**src/rtl/ddr4_pkg.sv**
```systemverilog
// Shared types, address field positions and default DDR4 timing for the
// closed-page command scheduler.
package ddr4_pkg;

    typedef enum logic [2:0] {
        CMD_NOP = 3'd0,
        CMD_ACT = 3'd1,
        CMD_RD  = 3'd2,
        CMD_WR  = 3'd3,
        CMD_PRE = 3'd4
    } cmd_e;

    typedef enum logic [1:0] {
        OP_RD      = 2'd0,
        OP_WR      = 2'd1,
        OP_IFETCH  = 2'd2,
        OP_ILLEGAL = 2'd3
    } op_e;

    localparam int ADDR_W = 33;

    typedef struct packed {
        op_e               op;
        logic [ADDR_W-1:0] addr;
    } req_t;

    localparam int ROW_MSB  = 32;
    localparam int ROW_LSB  = 18;
    localparam int HCOL_MSB = 17;
    localparam int HCOL_LSB = 10;
    localparam int BANK_MSB = 9;
    localparam int BANK_LSB = 8;
    localparam int BG_MSB   = 7;
    localparam int BG_LSB   = 6;
    localparam int LCOL_MSB = 5;
    localparam int LCOL_LSB = 3;

    localparam int DEPTH_DEF  = 16;
    localparam int TRCD_DEF   = 16;
    localparam int TRP_DEF    = 16;
    localparam int TRAS_DEF   = 39;
    localparam int TRTP_DEF   = 9;
    localparam int TCWL_DEF   = 12;
    localparam int TBURST_DEF = 4;
    localparam int TWR_DEF    = 18;

    function automatic int max2(input int a, input int b);
        return (a > b) ? a : b;
    endfunction

endpackage

```
**src/rtl/ddr4_req_fifo.sv**
```systemverilog
// Synchronous request FIFO; the head entry stays stable until popped.
module ddr4_req_fifo
    import ddr4_pkg::*;
#(
    parameter int DEPTH = DEPTH_DEF
) (
    input  logic                   clk,
    input  logic                   rst_n,
    input  logic                   push_i,
    input  req_t                   wdata_i,
    input  logic                   pop_i,
    output req_t                   head_o,
    output logic [$clog2(DEPTH):0] count_o,
    output logic                   full_o,
    output logic                   empty_o
);

    localparam int AW = $clog2(DEPTH);
    localparam logic [AW:0] CNT_FULL = (AW+1)'(DEPTH);

    req_t          mem_q [DEPTH];
    logic [AW-1:0] wr_ptr_q, rd_ptr_q;
    logic [AW:0]   count_q;
    logic          do_push, do_pop;

    assign full_o  = (count_q == CNT_FULL);
    assign empty_o = (count_q == '0);
    assign do_push = push_i && !full_o;
    assign do_pop  = pop_i && !empty_o;
    assign head_o  = mem_q[rd_ptr_q];
    assign count_o = count_q;

    always_ff @(posedge clk or negedge rst_n) begin
        if (!rst_n) begin
            wr_ptr_q <= '0;
            rd_ptr_q <= '0;
            count_q  <= '0;
        end else begin
            if (do_push) wr_ptr_q <= wr_ptr_q + AW'(1);
            if (do_pop)  rd_ptr_q <= rd_ptr_q + AW'(1);
            case ({do_push, do_pop})
                2'b10:   count_q <= count_q + (AW+1)'(1);
                2'b01:   count_q <= count_q - (AW+1)'(1);
                default: count_q <= count_q;
            endcase
        end
    end

    // Storage carries no reset; occupancy alone decides what is valid.
    always_ff @(posedge clk) begin
        if (do_push) mem_q[wr_ptr_q] <= wdata_i;
    end

endmodule

```
**src/rtl/ddr4_cmd_scheduler.sv**
```systemverilog
// In-order closed-page scheduler: ACT -> RD/WR -> PRE per queued request.
// state    | meaning
// IDLE     | queue empty, no bank open
// ACT      | issue ACT for head (appears on cmd_* next cycle)
// WAIT_RCD | ACT-to-CAS spacing
// CAS      | issue RD or WR for head
// WAIT_PRE | hold bank open until tRAS / tRTP / write recovery met
// PRE      | issue PRE and report head as retired
// WAIT_RP  | precharge recovery before the next ACT
module ddr4_cmd_scheduler
    import ddr4_pkg::*;
#(
    parameter int DEPTH  = DEPTH_DEF,
    parameter int TRCD   = TRCD_DEF,
    parameter int TRP    = TRP_DEF,
    parameter int TRAS   = TRAS_DEF,
    parameter int TRTP   = TRTP_DEF,
    parameter int TCWL   = TCWL_DEF,
    parameter int TBURST = TBURST_DEF,
    parameter int TWR    = TWR_DEF
) (
    input  logic                   clk,
    input  logic                   rst_n,
    input  logic                   req_valid,
    output logic                   req_ready,
    input  logic [1:0]             req_op,
    input  logic [32:0]            req_addr,
    output logic                   cmd_valid,
    output logic [2:0]             cmd_type,
    output logic [1:0]             cmd_bg,
    output logic [1:0]             cmd_bank,
    output logic [14:0]            cmd_row,
    output logic [10:0]            cmd_col,
    output logic                   done_valid,
    output logic [1:0]             done_op,
    output logic [32:0]            done_addr,
    output logic                   illegal_op,
    output logic [$clog2(DEPTH):0] q_count
);

    localparam int CW    = $clog2(DEPTH) + 1;
    localparam int P_RD  = max2(TRAS, TRCD + TRTP);
    localparam int P_WR  = max2(TRAS, TRCD + TCWL + TBURST + TWR);
    localparam int T_MAX = max2(max2(P_RD, P_WR), TRP);
    localparam int TMR_W = $clog2(T_MAX) + 1;

    // A wait state loaded with N lasts N+1 cycles, and the command register
    // adds one more, hence the -2 on every spacing.
    localparam logic [TMR_W-1:0] LD_RCD    = TMR_W'(TRCD - 2);
    localparam logic [TMR_W-1:0] LD_PRE_RD = TMR_W'(P_RD - TRCD - 2);
    localparam logic [TMR_W-1:0] LD_PRE_WR = TMR_W'(P_WR - TRCD - 2);
    localparam logic [TMR_W-1:0] LD_RP     = TMR_W'(TRP - 2);

    typedef enum logic [2:0] {
        ST_IDLE, ST_ACT, ST_WAIT_RCD, ST_CAS, ST_WAIT_PRE, ST_PRE, ST_WAIT_RP
    } state_e;

    state_e            state_q, state_d;
    logic [TMR_W-1:0]  tmr_q, tmr_d;
    logic              cmd_valid_q, cmd_valid_d;
    cmd_e              cmd_type_q, cmd_type_d;
    logic [1:0]        cmd_bg_q, cmd_bg_d, cmd_bank_q, cmd_bank_d;
    logic [14:0]       cmd_row_q, cmd_row_d;
    logic [10:0]       cmd_col_q, cmd_col_d;
    logic              done_valid_q, done_valid_d;
    logic [1:0]        done_op_q, done_op_d;
    logic [32:0]       done_addr_q, done_addr_d;
    logic              illegal_q;

    logic              q_push, q_full, q_empty;
    req_t              q_wdata, head;
    logic [CW-1:0]     q_cnt, pending;

    assign q_push        = req_valid && !q_full;
    assign q_wdata.op    = op_e'(req_op);
    assign q_wdata.addr  = req_addr;
    // The entry reported by done_valid is popped at the end of that cycle.
    assign pending       = q_cnt - CW'(done_valid_q);

    ddr4_req_fifo #(.DEPTH(DEPTH)) u_fifo (
        .clk     (clk),
        .rst_n   (rst_n),
        .push_i  (q_push),
        .wdata_i (q_wdata),
        .pop_i   (done_valid_q),
        .head_o  (head),
        .count_o (q_cnt),
        .full_o  (q_full),
        .empty_o (q_empty)
    );

    always_comb begin
        state_d      = state_q;
        tmr_d        = tmr_q;
        cmd_valid_d  = 1'b0;
        cmd_type_d   = CMD_NOP;
        cmd_bg_d     = '0;
        cmd_bank_d   = '0;
        cmd_row_d    = '0;
        cmd_col_d    = '0;
        done_valid_d = 1'b0;
        done_op_d    = '0;
        done_addr_d  = '0;
        case (state_q)
            ST_IDLE: begin
                if (!q_empty) state_d = ST_ACT;
            end
            ST_ACT: begin
                cmd_valid_d = 1'b1;
                cmd_type_d  = CMD_ACT;
                cmd_bg_d    = head.addr[BG_MSB:BG_LSB];
                cmd_bank_d  = head.addr[BANK_MSB:BANK_LSB];
                cmd_row_d   = head.addr[ROW_MSB:ROW_LSB];
                state_d     = ST_WAIT_RCD;
                tmr_d       = LD_RCD;
            end
            ST_WAIT_RCD: begin
                if (tmr_q == '0) state_d = ST_CAS;
                else             tmr_d   = tmr_q - TMR_W'(1);
            end
            ST_CAS: begin
                cmd_valid_d = 1'b1;
                cmd_type_d  = (head.op == OP_WR) ? CMD_WR : CMD_RD;
                cmd_bg_d    = head.addr[BG_MSB:BG_LSB];
                cmd_bank_d  = head.addr[BANK_MSB:BANK_LSB];
                cmd_col_d   = {head.addr[HCOL_MSB:HCOL_LSB], head.addr[LCOL_MSB:LCOL_LSB]};
                state_d     = ST_WAIT_PRE;
                tmr_d       = (head.op == OP_WR) ? LD_PRE_WR : LD_PRE_RD;
            end
            ST_WAIT_PRE: begin
                if (tmr_q == '0) state_d = ST_PRE;
                else             tmr_d   = tmr_q - TMR_W'(1);
            end
            ST_PRE: begin
                cmd_valid_d  = 1'b1;
                cmd_type_d   = CMD_PRE;
                cmd_bg_d     = head.addr[BG_MSB:BG_LSB];
                cmd_bank_d   = head.addr[BANK_MSB:BANK_LSB];
                done_valid_d = 1'b1;
                done_op_d    = head.op;
                done_addr_d  = head.addr;
                state_d      = ST_WAIT_RP;
                tmr_d        = LD_RP;
            end
            ST_WAIT_RP: begin
                if (tmr_q == '0) state_d = (pending != '0) ? ST_ACT : ST_IDLE;
                else             tmr_d   = tmr_q - TMR_W'(1);
            end
            default: state_d = ST_IDLE;
        endcase
    end

    always_ff @(posedge clk or negedge rst_n) begin
        if (!rst_n) begin
            state_q      <= ST_IDLE;
            tmr_q        <= '0;
            cmd_valid_q  <= 1'b0;
            cmd_type_q   <= CMD_NOP;
            cmd_bg_q     <= '0;
            cmd_bank_q   <= '0;
            cmd_row_q    <= '0;
            cmd_col_q    <= '0;
            done_valid_q <= 1'b0;
            done_op_q    <= '0;
            done_addr_q  <= '0;
            illegal_q    <= 1'b0;
        end else begin
            state_q      <= state_d;
            tmr_q        <= tmr_d;
            cmd_valid_q  <= cmd_valid_d;
            cmd_type_q   <= cmd_type_d;
            cmd_bg_q     <= cmd_bg_d;
            cmd_bank_q   <= cmd_bank_d;
            cmd_row_q    <= cmd_row_d;
            cmd_col_q    <= cmd_col_d;
            done_valid_q <= done_valid_d;
            done_op_q    <= done_op_d;
            done_addr_q  <= done_addr_d;
            illegal_q    <= q_push && (req_op == 2'd3);
        end
    end

    assign req_ready  = !q_full;
    assign cmd_valid  = cmd_valid_q;
    assign cmd_type   = cmd_type_q;
    assign cmd_bg     = cmd_bg_q;
    assign cmd_bank   = cmd_bank_q;
    assign cmd_row    = cmd_row_q;
    assign cmd_col    = cmd_col_q;
    assign done_valid = done_valid_q;
    assign done_op    = done_op_q;
    assign done_addr  = done_addr_q;
    assign illegal_op = illegal_q;
    assign q_count    = q_cnt;

endmodule

```
**config.mk**
```make
export PLATFORM = sky130hd
export DESIGN_NAME = ddr4_cmd_scheduler
export DESIGN_NICKNAME = d
export VERILOG_FILES = /design/src/rtl/ddr4_pkg.sv /design/src/rtl/ddr4_req_fifo.sv /design/src/rtl/ddr4_cmd_scheduler.sv
export SDC_FILE = /design/constraint.sdc
export NUM_CORES = 1
export LEC_CHECK = 0
export ABC_AREA = 1
export CAP_MARGIN = 15
export CELL_PAD_IN_SITES_DETAIL_PLACEMENT = 2
export CELL_PAD_IN_SITES_GLOBAL_PLACEMENT = 2
export CORE_AREA = 3 3 219 263
export DETAILED_ROUTE_END_ITERATION = 10
export DIE_AREA = 0 0 222 266
export MAX_ROUTING_LAYER = met4
export PLACE_DENSITY_LB_ADDON = 0.12
export SKIP_LAST_GASP = 1
export SLEW_MARGIN = 20
export SYNTH_ARGS = -nofsm -noshare
export SYNTH_HDL_FRONTEND = slang
export SYNTH_SLANG_ARGS = --single-unit
```
**constraint.sdc**
```tcl
create_clock -name clk -period 4.4 [get_ports clk]
set_input_delay 0.88 -clock clk [delete_from_list [all_inputs] [get_ports clk]]
set_output_delay 0.88 -clock clk [all_outputs]
set_load 0.05 [all_outputs]
```
==> results of run 1 <==
registers in the layout, indices dropped and copies added, names as in the netlist:
name             cells
done_addr           33
cmd_col             11
cmd_bg               2
cmd_valid            1
u_fifo.wr_ptr_q      4
cmd_bank             2
u_fifo.mem_q       560
u_fifo.rd_ptr_q      4
cmd_type             3
cmd_row             15
done_op              2
u_fifo.count_o       5
tmr_q                7
illegal_op           1
state_q              3
cell usage in the layout, fill, tap and decap left out, drive strengths merged:
master / n
o22ai: 37
clkbuf: 99
a21oi: 16
clkinv: 22
xnor2: 3
o211ai: 44
inv: 79
edfxtp: 560
buf: 42
o221ai: 90
nor3: 4
or2: 1
dfrtp: 93
o21ai: 284
nand3: 58
nand2: 102
nand4: 4
xor2: 10
ha: 11
nor2: 362
bufinv: 2
nor4: 2
clkdlybuf4s50: 113
stage by stage:
| step | instances | utilization [%] |
|---|---|---|
| after global placement | 2636 | 49.5 |
| after floorplan | 1881 | - |
| after CTS | 2758 | 53.3 |
| final | 2758 | 53.3 |
| after detailed placement | 2636 | 49.5 |
| after global routing | 2758 | 53.3 |
worst paths after layout:
path / depth (start not counted) / from / slack (ns) / endpoint
setup / recovery: 3 / u_fifo.count_o[0] / 1.37 / req_ready
hold / removal: 1 / rst_n / 0.45 / tmr_q[1]
setup reg to reg: 7 / u_fifo.count_o[0] / 1.43 / u_fifo.mem_q[7][31]
hold reg to reg: 1 / state_q[0] / 0.49 / state_q[0]
max in group asynchronous: 2 / rst_n / 2.92 / done_addr[31]
min in group clk: 1 / state_q[0] / 0.49 / state_q[0]
layout make-up:
type                       instances  area (um2)  area share [%]
clock inverter                    23         154           0.523
multi-input combinational       1028        5320            18.1
sequential                       653       19200            65.2
tap                              720         901            3.06
inverter                          80         307            1.04
clock buffer                      99        1950            6.64
timing repair buffer             155        1610            5.47
power by group:
part | internal [W] | total, W | switching, W
registers | 0.00752 | 0.00791 | 0.000391
clock network | 0.00319 | 0.00557 | 0.00238
logic | 0.00166 | 0.00659 | 0.00493
per-layer routing:
layer / part of all wire (%) / track usage [%]
met5: 0 / -
met2: 52 / 51.0
met1: 40 / 35.8
met3: 4.7 / 3.90
met4: 3.1 / 10.0
cells by family (layout without fill, tap and decap cells):
kind of cell / Yosys count / count (layout)
adder cells (fa/ha/maj): 11 / 11
buffers and inverters: 200 / 357
AND/OR/NAND/NOR: 533 / 533
flip-flops: 653 / 653
XOR/XNOR: 13 / 13
AO/OA/AOI/OAI: 471 / 471
==> qor.yml, run 1 <==
rows: 94
synthAdderAreaFrac_pct: 0.544
syn-num-nets: 1930
hold_path.class: "in -> async"
status: "completed"
clockBufferDepth: 3
cap_violations: 0
setup_ws_ns: 1.37
syn_area_um2: 25300
max_clock_freq_ghz: 0.330
p_leak_nw: 10.1
grt_usage_pct: 29.4
dpl-instance-area_um2: 27300
htreeDepth: 3
wirelength_um: 83900
placement.io_buffers: 114
synth_ff_type: "edfxtp_1"
synth_cell_types: 29
path_max_fanout: 5
irDropWorstVdd_mv: 0.384
endpoint_kind: "output pin"
yosys-top-cells-count: "edfxtp_1, nor2_1, o21ai_0"
cp_top_family: "buffers and inverters"
netlist.area_leader.share_pct: 66.5
max_stage_delay_ns: 0.82
cts_setup_buffers: 0
worstPathArrival_ns: 2.15
required_ns: 3.52
drt_iter0_drc: 1480
worstMarginPinSlew_ns: 1.11
postSynthRegisterBits: 653
final_cell_area_um2: 29400
yosys.area_share.simple_pct: 8.30
pwr_density_cell_nw_per_um2: 683
total_power_w: 0.0201
finalMaxSlewViolations: 0
post-synth-top-area-cell: "edfxtp_1"
cts_hold_buffers: 0
area_growth_pct: 16.3
relSlewSlack_pct: 25.6
wl_per_cell_um: 30.4
fp.dieW_um: 222
crit_chain: "inv_1, nand4_1, clkdlybuf4s50_1"
grt_pass1_wl_um: 125000
grt_pass1_vias: 18600
netlist_instances: 1881
core-area_um2: 55200
worst-path-buf-inv: 2
cts-buffers-inserted: 67
nFillCells: 5154
die_area_um2: 59100
hold_viol: 0
clk_pin_slew_ns: 0.06
vias: 16700
first_pass_iters: 5
ios: 115
synth_compound_area_share_pct: 11.3
cts_tree: "done"
grt_max_degree: 96
cts_root_buf: "clkbuf_16"
muxShareOfSynthArea_pct: 0
antenna_cells: 0
crit_path_start_kind: "flip-flop"
synth.most_common_cell: "edfxtp_1"
grt_overflow_total: 0
postSynthAreaPerCell_um2: 13.4
antenna_found_initial: 0
ys_async_sr_fraction_pct: 14.2
synth-xor-area-share_pct: 0.450
synth-edff-count: 560
place_congestion: 0.785
rsz0062_at_grt: "false"
synth_top_family_by_area: "compound AO/OA/AOI/OAI gates"
pre_cts_ws_ns: 0.846
path_class: "reg -> out"
final_antenna_net_count: 0
drc: 0
clock_latency_ns: 0.60
clock-sinks: 653
synth.yosys.seq_area_share_pct: 75.7
hpwl_um: 50000
fin_skew_ns: 0.0209
vias_per_cell: 6.06
cts-resized-gates: 0
ys.warnings.count: 0
min_period_over_period_pct: 68.8
start_util_pct: 45.8
crit_slowest_cell: "clkdlybuf4s50_1"
nNetsFinal: 2034
layout-drive-gt1-share_pct: 7.85
tns_ns: 0
fin_hold_ws_ns: 0.448
die_y_um: 266
finalSetupViolCount: 0
post-route-min-period_ns: 3.03
synthTopCellsByArea: "edfxtp_1, dfrtp_1, o21ai_0"
Note: power is estimated with default switching activity, not from simulation.
==> run 2, diff against run 1 <==
--- a/config.mk
+++ b/config.mk
@@ -9,9 +9,9 @@
 export CAP_MARGIN = 15
 export CELL_PAD_IN_SITES_DETAIL_PLACEMENT = 2
 export CELL_PAD_IN_SITES_GLOBAL_PLACEMENT = 2
-export CORE_AREA = 3 3 219 263
+export CORE_AREA = 3 3 226 272
 export DETAILED_ROUTE_END_ITERATION = 10
-export DIE_AREA = 0 0 222 266
+export DIE_AREA = 0 0 229 275
 export MAX_ROUTING_LAYER = met4
 export PLACE_DENSITY_LB_ADDON = 0.12
 export SKIP_LAST_GASP = 1
==> constraint.sdc (replaced) <==
create_clock -name clk -period 3.1 [get_ports clk]
set_input_delay 0.62 -clock clk [delete_from_list [all_inputs] [get_ports clk]]
set_output_delay 0.62 -clock clk [all_outputs]
set_load 0.05 [all_outputs]
==> run 2 against run 1 <==
Global-route usage fell by 1.7 points; register-to-register slack got worse by 0.95 ns; sequential cell count unchanged; routed wire length is 0.81% higher; sequential power increased by 40%; critical path depth did not move; clock power increased by 43%; die area grew 6.6%; sequential share of layout area fell by 1.5 points; design area increased by 2.4%; non-clock buffer count is 45 higher.
==> qor.yml, run 2 (synthesis gave the netlist of run 1 again) <==
status: "completed"
cts-resized-gates: 0  # unchanged
endpoint_kind: "output pin"
crit_chain: "inv_1, nand4_1, clkdlybuf4s50_1"
antenna_cells: 0  # unchanged
placement.io_buffers: 114  # unchanged
vias: 16600  # -0.71%
place_congestion: 0.810  # +3.2%
worstMarginPinSlew_ns: 0.944  # -0.169 ns
cts_setup_buffers: 0  # unchanged
cts-buffers-inserted: 69  # +3.0%
finalSetupViolCount: 0  # unchanged
hold_path.class: "in -> async"
finalMaxSlewViolations: 0  # unchanged
final_common_cell: "edfxtp_1"
die_area_um2: 63000  # +6.6%
total_power_w: 0.0290  # +44%
clockBufferDepth: 3  # unchanged
antenna_found_initial: 0  # unchanged
max_clock_freq_ghz: 0.362
drt_iter0_drc: 1191  # -20%
reg2reg_to: "tmr_q[2]"
cts_hold_buffers: 0  # unchanged
first_pass_iters: 5  # unchanged
wl_per_cell_um: 29.3  # -3.6%
cts_root_buf: "clkbuf_16"
layout_common_cells: "edfxtp_1, nor2_1, o21ai_0, clkdlybuf4s50_1, nand2_1"
r2r-start: "u_fifo.rd_ptr_q[1]"
fp.dieW_um: 229  # +3.2%
fin_hold_ws_ns: 0.0374  # -0.410 ns
nNetsFinal: 2081  # +2.3%
cp_top_family: "buffers and inverters"
p_leak_nw: 10.4  # +2.8%
grt_max_degree: 145  # +51%
wirelength_um: 84600  # +0.81%
rows: 98  # +4.3%
drc: 0  # unchanged
worst-path-buf-inv: 2  # unchanged
largest_reg_flops: 560  # unchanged
clock-sinks: 653  # unchanged
core-area_um2: 59300  # +7.6%
cts_tree: "done"
grt_pass1_wl_um: 125000  # -0.24%
htreeDepth: 3  # unchanged
crit_path_start_kind: "flip-flop"
start_util_pct: 42.6  # -3.2 points
die_y_um: 275  # +3.4%
vias_per_cell: 5.75  # -5.0%
max_stage_delay_ns: 0.84  # +0.02 ns
grt_pass1_vias: 18500  # -0.78%
worstPathArrival_ns: 2.14  # about the same
min_period_over_period_pct: 89.1
path_max_fanout: 5  # unchanged
reg2reg_depth: 11  # +4
grt_overflow_total: 0  # unchanged
cap_violations: 0  # unchanged
path_class: "reg -> out"
rsz0062_at_grt: "false"
relSlewSlack_pct: 36.9  # +11 points
hold_viol: 0  # unchanged
ios: 115  # unchanged
final_antenna_net_count: 0  # unchanged
clk_pin_slew_ns: 0.06  # about the same
area_growth_pct: 19.0
grt_usage_pct: 27.7  # -1.7 points
post-route-min-period_ns: 2.76
fin_skew_ns: 0.0219  # +0.00100 ns
required_ns: 2.48  # -1.04 ns
largest_register: "u_fifo.mem_q"
hpwl_um: 53300  # +6.5%
rrSetupSlack_ns: 0.48  # -0.95 ns
clock_latency_ns: 0.59  # about the same
layout-drive-gt1-share_pct: 9.88  # +2.0 points
irDropWorstVdd_mv: 0.520  # +35%
pwr_density_cell_nw_per_um2: 963  # +41%
crit_slowest_cell: "clkdlybuf4s50_1"
==> run 2: changes by cell type in the layout (fill, tap and decap cells not counted), sizes merged <==
cell	previous run	this run
buf	42	87
clkbuf	99	104
clkinv	22	18
==> run 2: metal layers <==
layer  wire (um)  part of all wire (%)  global-route usage, %
met5           0                     0                      -
met4        3810                   4.5                   12.2
met3        3340                   3.9                   3.66
met2       44300                    52                   48.9
met1       33100                    39                   31.9
==> run 2: worst max path at each step <==
| stage | startpoint | endpoint | slack [ns] | cells past startpoint |
|---|---|---|---|---|
| 6_report | u_fifo.count_o[0] | req_ready | 0.34 | 3 |
| 5_1_grt | u_fifo.count_o[2] | req_ready | 0.24 | 3 |
| 4_1_cts | u_fifo.count_o[0] | req_ready | 0.29 | 3 |
| 3_5_place_dp | req_valid | u_fifo.mem_q[0][0] | 0.30 | 7 |
| 3_3_place_gp | req_valid | u_fifo.mem_q[2][2] | 0.40 | 7 |
| 2_1_floorplan | u_fifo.count_o[0] | u_fifo.mem_q[11][0] | -0.15 | 6 |
==> run 2: layout make-up <==
type | count | area (um2)
Inverter | 80 | 307
Clock inverter | 19 | 141
Timing Repair Buffer | 200 | 2180
Fill cell | 5618 | 29300
Multi-Input combinational cell | 1028 | 5320
Clock buffer | 104 | 1980
Sequential cell | 653 | 19200
Tap cell | 800 | 1000
==> run 2: metrics by stage <==
| stage | worst slack (ns) | setup TNS, ns | area (um2) | util [%] | instances |
|---|---|---|---|---|---|
| after floorplan | -0.147 | -66.15 | 25300 | - | 1881 |
| after global placement | 0.398 | 0 | 28000 | 47.1 | 2761 |
| after detailed placement | 0.302 | 0 | 28000 | 47.1 | 2761 |
| after CTS | 0.291 | 0 | 30100 | 50.7 | 2884 |
| after global routing | 0.235 | 0 | 30100 | 50.7 | 2884 |
| final | 0.338 | 0 | 30100 | 50.7 | 2884 |
==> run 2: report_power, final <==
| group | internal, W | switching (W) | total [W] |
|---|---|---|---|
| Clock | 0.00458 | 0.00339 | 0.00797 |
| Sequential | 0.0107 | 0.000442 | 0.0111 |
| Combinational | 0.00272 | 0.00718 | 0.00990 |
